===== src/rtl/reg_file_wb_ctrl.sv =====
`default_nettype none
// +--------------------------------------------------------------------------+
// | Module      : reg_file_wb_ctrl                                           |
// | Description : Register-file writeback arbiter (ALU over load FIFO) with  |
// |               a pending-load scoreboard and head-starvation stall.       |
// | Revision    : 1.0 - initial release                                      |
// +--------------------------------------------------------------------------+
module reg_file_wb_ctrl #(
   parameter int LQ_DEPTH     = 4,
   parameter int STARVE_LIMIT = 8
) (
   input  logic                       clk,
   input  logic                       reset_n,
   input  logic                       alu_valid,
   input  logic [4:0]                 alu_rd,
   input  logic [31:0]                alu_result,
   input  logic                       ld_issue,
   input  logic [4:0]                 ld_issue_rd,
   input  logic                       ld_resp_valid,
   output logic                       ld_resp_ready,
   input  logic [4:0]                 ld_resp_rd,
   input  logic [31:0]                ld_resp_data,
   input  logic [4:0]                 id_rs1,
   input  logic [4:0]                 id_rs2,
   input  logic [4:0]                 id_rd,
   output logic                       hazard,
   output logic                       stall_req,
   output logic                       reg_write,
   output logic [4:0]                 waddr,
   output logic [31:0]                wdata,
   output logic [$clog2(LQ_DEPTH):0]  lq_count
);

   localparam int c_ptr_w = $clog2(LQ_DEPTH);
   localparam int c_cnt_w = c_ptr_w + 1;
   localparam int c_age_w = $clog2(STARVE_LIMIT) + 1;
   localparam logic [c_cnt_w-1:0] c_depth   = c_cnt_w'(LQ_DEPTH);
   localparam logic [c_age_w-1:0] c_age_max = c_age_w'(STARVE_LIMIT - 1);

   logic [4:0]          rd_mem_q   [LQ_DEPTH];
   logic [4:0]          rd_mem_d   [LQ_DEPTH];
   logic [31:0]         data_mem_q [LQ_DEPTH];
   logic [31:0]         data_mem_d [LQ_DEPTH];
   logic [c_ptr_w-1:0]  wr_ptr_q, wr_ptr_d;
   logic [c_ptr_w-1:0]  rd_ptr_q, rd_ptr_d;
   logic [c_cnt_w-1:0]  count_q, count_d;
   logic [c_age_w-1:0]  age_q, age_d;
   logic                stall_q, stall_d;
   logic [31:0]         pending_q, pending_d;
   logic                reg_write_q, reg_write_d;
   logic [4:0]          waddr_q, waddr_d;
   logic [31:0]         wdata_q, wdata_d;

   logic                push;
   logic                pop;
   logic                fifo_empty;
   logic [4:0]          head_rd;
   logic [31:0]         head_data;

   // Ready looks only at the registered count, so a full FIFO refuses even on a pop cycle.
   assign ld_resp_ready = (count_q < c_depth);
   assign fifo_empty    = (count_q == '0);
   assign push          = ld_resp_valid && ld_resp_ready;
   assign pop           = !alu_valid && !fifo_empty;
   assign head_rd       = rd_mem_q[rd_ptr_q];
   assign head_data     = data_mem_q[rd_ptr_q];

   always_comb begin
      reg_write_d = 1'b0;
      waddr_d     = waddr_q;
      wdata_d     = wdata_q;
      if (alu_valid) begin
         reg_write_d = (alu_rd != 5'd0);
         waddr_d     = alu_rd;
         wdata_d     = alu_result;
      end else if (pop) begin
         reg_write_d = (head_rd != 5'd0);
         waddr_d     = head_rd;
         wdata_d     = head_data;
      end
   end

   always_comb begin
      rd_mem_d   = rd_mem_q;
      data_mem_d = data_mem_q;
      wr_ptr_d   = wr_ptr_q;
      rd_ptr_d   = rd_ptr_q;
      count_d    = count_q;
      if (push) begin
         rd_mem_d[wr_ptr_q]   = ld_resp_rd;
         data_mem_d[wr_ptr_q] = ld_resp_data;
         wr_ptr_d             = wr_ptr_q + 1'b1;
      end
      if (pop) begin
         rd_ptr_d = rd_ptr_q + 1'b1;
      end
      case ({push, pop})
         2'b10:   count_d = count_q + 1'b1;
         2'b01:   count_d = count_q - 1'b1;
         default: count_d = count_q;
      endcase
   end

   // Clear first so a same-cycle issue to the popped register keeps it pending.
   always_comb begin
      pending_d = pending_q;
      if (pop && (head_rd != 5'd0)) begin
         pending_d[head_rd] = 1'b0;
      end
      if (ld_issue && (ld_issue_rd != 5'd0)) begin
         pending_d[ld_issue_rd] = 1'b1;
      end
      pending_d[0] = 1'b0;
   end

   always_comb begin
      age_d   = age_q;
      stall_d = stall_q;
      if (fifo_empty || pop) begin
         age_d   = '0;
         stall_d = 1'b0;
      end else begin
         if (age_q < c_age_max) begin
            age_d = age_q + 1'b1;
         end
         if (age_q >= c_age_max) begin
            stall_d = 1'b1;
         end
      end
   end

   always_comb begin
      hazard = ((id_rs1 != 5'd0) && pending_q[id_rs1]) ||
               ((id_rs2 != 5'd0) && pending_q[id_rs2]) ||
               ((id_rd  != 5'd0) && pending_q[id_rd]);
   end

   always_ff @(posedge clk or negedge reset_n) begin
      if (!reset_n) begin
         rd_mem_q    <= '{default: '0};
         data_mem_q  <= '{default: '0};
         wr_ptr_q    <= '0;
         rd_ptr_q    <= '0;
         count_q     <= '0;
         age_q       <= '0;
         stall_q     <= 1'b0;
         pending_q   <= '0;
         reg_write_q <= 1'b0;
         waddr_q     <= '0;
         wdata_q     <= '0;
      end else begin
         rd_mem_q    <= rd_mem_d;
         data_mem_q  <= data_mem_d;
         wr_ptr_q    <= wr_ptr_d;
         rd_ptr_q    <= rd_ptr_d;
         count_q     <= count_d;
         age_q       <= age_d;
         stall_q     <= stall_d;
         pending_q   <= pending_d;
         reg_write_q <= reg_write_d;
         waddr_q     <= waddr_d;
         wdata_q     <= wdata_d;
      end
   end

   assign reg_write = reg_write_q;
   assign waddr     = waddr_q;
   assign wdata     = wdata_q;
   assign stall_req = stall_q;
   assign lq_count  = count_q;

endmodule
`default_nettype wire


===== config.mk =====
export PLATFORM = sky130hd
export DESIGN_NAME = reg_file_wb_ctrl
export DESIGN_NICKNAME = d
export VERILOG_FILES = /design/src/rtl/reg_file_wb_ctrl.sv
export SDC_FILE = /design/constraint.sdc
export NUM_CORES = 1
export LEC_CHECK = 0
export ABC_AREA = 1
export BUFFER_PORTS_ARGS = -buffer_cell sky130_fd_sc_hd__buf_2
export CORE_UTILIZATION = 55
export CTS_BUF_LIST = sky130_fd_sc_hd__clkbuf_8
export CTS_CLUSTER_DIAMETER = 100
export DETAILED_ROUTE_END_ITERATION = 8
export PLACE_DENSITY_LB_ADDON = 0.12
export SETUP_SLACK_MARGIN = 0.15
export SYNTH_ARGS = -nofsm -noshare
export SYNTH_HDL_FRONTEND = slang
export SYNTH_SLANG_ARGS = --single-unit
export TNS_END_PERCENT = 30

===== constraint.sdc =====
create_clock -name clk -period 2.3 [get_ports clk]
set_input_delay 0.345 -clock clk [delete_from_list [all_inputs] [get_ports clk]]
set_output_delay 0.345 -clock clk [all_outputs]
set_load 0.03 [all_outputs]

==> impl_metrics.csv <==
group,metric,value,unit
timing,tns,0,ns
critical_path,crit_path_start_kind,"flop",
layout,multi_input_area,0.00462,sq mm
placed_design,dp_cells,1769,
synthesis,netlist_area,0.0111,sq mm
critical_path,endpoint_kind,"primary output",
timing,min_period,2.20,ns
drt,wl_per_cell,15.8,microns
placed_design,hpwlAfterDp,19300,microns
synthesis,synth_warnings,0,
power_and_ir_drop,p_sw_share,42.7,%
synthesis,synthCells,1410,
floorplan,rows,51,
clocking,cts_buffers,40,
drt,vias_per_cell,5.45,
layout,antennaDiodeCount,0,
drt,firstDrtPassIters,5,
layout,fin_nets,1656,
layout,drive_gt1_share,18.2,%
layout,final_common_cell,"nand2_1",
clocking,clockRootBuffer,"clkbuf_8",
synthesis,synth.avg_cell_area,7.89,sq um
timing,slew_headroom,63.1,%
clocking,htree_levels,2,
critical_path,reg2reg_depth,7,
run,maxCapViolCount,0,
floorplan,start_util,56.6,%
timing,rsz0062_at_grt,"true",
critical_path,worstPathArrival,1.85,ns
power_and_ir_drop,power_density,1400,mW/mm^2
synthesis,synth_nets,1516,
global_routing,grt_pass1_wl,47800,microns
floorplan,ios,143,
global_routing,antenna_found_initial,0,
synthesis,ys_seq_area_share,51.5,%
critical_path,critical_path_required,1.96,ns
timing,finalClockSkew,0.0141,ns
global_routing,grt_pass1_vias,9302,
placed_design,port_buffers,142,
global_routing,grt.overflow.total,0,
power_and_ir_drop,p_int,10.3,mW
layout,area.growth.synth_to_final,16.4,%
worst_hold_path,hold_path_end,"waddr[2]",
drt,drt-initial-drc-count,696,
placed_design,post_dp_cell_area,0.0121,sq mm
clocking,clockBufferDepth,3,
layout,fin_cells,1844,
critical_path,crit_path_start,"pending_q[2]",
layout,final_util,65.9,%
synthesis,synth_edf_count,0,
critical_path,cp_max_fo,3,
power_and_ir_drop,p_seq_share,38.8,%
floorplan,core_area,0.0197,sq mm
critical_path,regToRegSetupSlack,0.40,ns
drt,vias,10042,
clocking,clock_sinks,229,
drt,wl,29100,microns
placed_design,gp_routability_congestion,0.947,
power_and_ir_drop,pwr-share-clk,20.1,%
layout,n_fill_cell,1801,
power_and_ir_drop,comb_power_share,41.2,%
drt,drc,0,
floorplan,die_w,144,microns
clocking,clkLatencyLatePin,0.54,ns
clocking,cts_tree,"done",
synthesis,synth_seq_cells,229,
worst_hold_path,hold_path_class,"in -> reg",
critical_path,critical_path_class,"reg -> out",
power_and_ir_drop,p_leak,6.42,nW
layout,final_cell_mix,"nand2_1 (365), o21ai_0 (289), dfrtp_1 (225)",
layout,final_area,0.0130,sq mm
floorplan,fp.dieArea,0.0208,sq mm
drt,detail-route-antenna-nets,0,
timing,final-setup-viol-count,0,
clocking,cts.clk_slew.worst_paths,0.06,ns
worst_hold_path,whs_path_depth,3,
synthesis,synthArstFlopShare,100,%
timing,tightestPinTransition,0.552,ns
timing,max_freq,0.455,GHz
global_routing,grt_max_degree,68,
power_and_ir_drop,p_sw,7.72,mW
synthesis,synth_cell_types,35,
run_status,status,"completed",
global_routing,grt_usage,29.3,%
power_and_ir_drop,ir_drop,687,uV
timing,maxSlewViolCount,0,
worst_hold_path,hp-start,"alu_rd[2]",
timing,fin_crit_sh,95.5,%
critical_path,reg2reg_to,"wdata[11]",
critical_path,timing.rr.start,"lq_count[1]",
synthesis,yosys_most_used_dff,"dfrtp_1",
floorplan,fp.dieH,144,microns
timing,finalHoldViolCount,0,
layout,seqCellArea,0.00574,sq mm
-- cells in the mapped netlist, drive strengths merged (2+ instances only) --
library cell	instances	area, sq um
nand2	378	1460
o21ai	343	1720
dfrtp	229	5730
nor2	118	453
inv	107	402
nand3	82	448
buf	45	255
clkbuf	37	139
o22ai	33	206
a21oi	8	51.3
ha	6	75.1
o211ai	5	37.5
xor2	4	35.0
nand4	3	18.8
a31oi	2	12.5
nor3	2	10.0
o31ai	2	15.0
-- metal layers --
layer  vias to the layer above  wire [microns]  GRT usage (%)
met5                         -               0              0
met4                         0             611           8.59
met3                        54            1760           4.21
met2                       334           13400           46.7
met1                      4740           13300           41.8
li1                       4914               -              -
-- power by group through the flow --
stage	Combinational (mW)	Sequential (mW)	Clock, mW
2_1_floorplan	4.75	7.46	0
3_3_place_gp	7.23	6.97	0
3_5_place_dp	7.39	7.02	0
4_1_cts	7.47	6.98	3.69
5_1_grt	8.45	7.24	3.88
6_report	7.44	7.01	3.62
-- repair_timing --
item | CTS | global route
setup endpoints to repair | 1 | 1
setup buffers | 3 | 0
hold endpoints to repair | 61 | 0
pin swaps | 1 | 0
hold buffers | 1 | 0
gates resized for setup | 11 | 5
-- critical path, stage by stage (launching register included) --
cell and delay [ns]:
dfrtp_1 0.39, inv_2 0.11, nand2_1 0.07, nand3_1 0.08
nand2_1 0.04, nand3b_1 0.15, nand3_1 0.10, nand2_1 0.06
nor2_1 0.09, nand2_1 0.08, buf_6 0.14
-- worst max path at each step --
| stage | slack [ns] | endpoint | cells past startpoint |
|---|---|---|---|
| 2_1_floorplan | 0.19 | lq_count[2] | 9 |
| 3_3_place_gp | 0.35 | hazard | 14 |
| 3_5_place_dp | 0.32 | hazard | 11 |
| 4_1_cts | 0.13 | hazard | 13 |
| 5_1_grt | -0.02 | hazard | 13 |
| 6_report | 0.10 | hazard | 10 |
-- layout make-up --
| class | instances | share of cell area (%) |
|---|---|---|
| clock inverter | 20 | 0.715 |
| clock buffer | 51 | 5.42 |
| tap | 265 | 2.56 |
| inverter | 108 | 3.14 |
| multi-input combinational | 991 | 35.7 |
| timing repair buffer | 180 | 8.22 |
| sequential | 229 | 44.3 |
-- per-stage QoR --
stage	hold slack (ns)	worst slack [ns]	total power, mW
after floorplan	0.0494	0.187	12.2
after global placement	0.341	0.350	14.2
after detailed placement	0.345	0.325	14.4
after CTS	0.0360	0.128	18.1
after global routing	0.0543	-0.0166	19.6
final	0.0441	0.104	18.1
-- flip-flops by register name (all words and copies together) (netlist names) --
name        flops
age_q           4
data_mem_q    128
lq_count        3
pending_q      31
rd_mem_q       20
rd_ptr_q        2
reg_write       1
stall_req       1
waddr           5
wdata          32
wr_ptr_q        2
-- logic make-up after synthesis --
kind of cell,Yosys count,share of synthesized area [%]
AND/OR/NAND/NOR,584,21.6
flip-flops,229,51.5
buffers and inverters,190,7.20
XOR/XNOR,5,0.394
AO/OA/AOI/OAI,395,18.5
adder cells (fa/ha/maj),7,0.855
No activity file was read; power rests on OpenSTA's default activity.
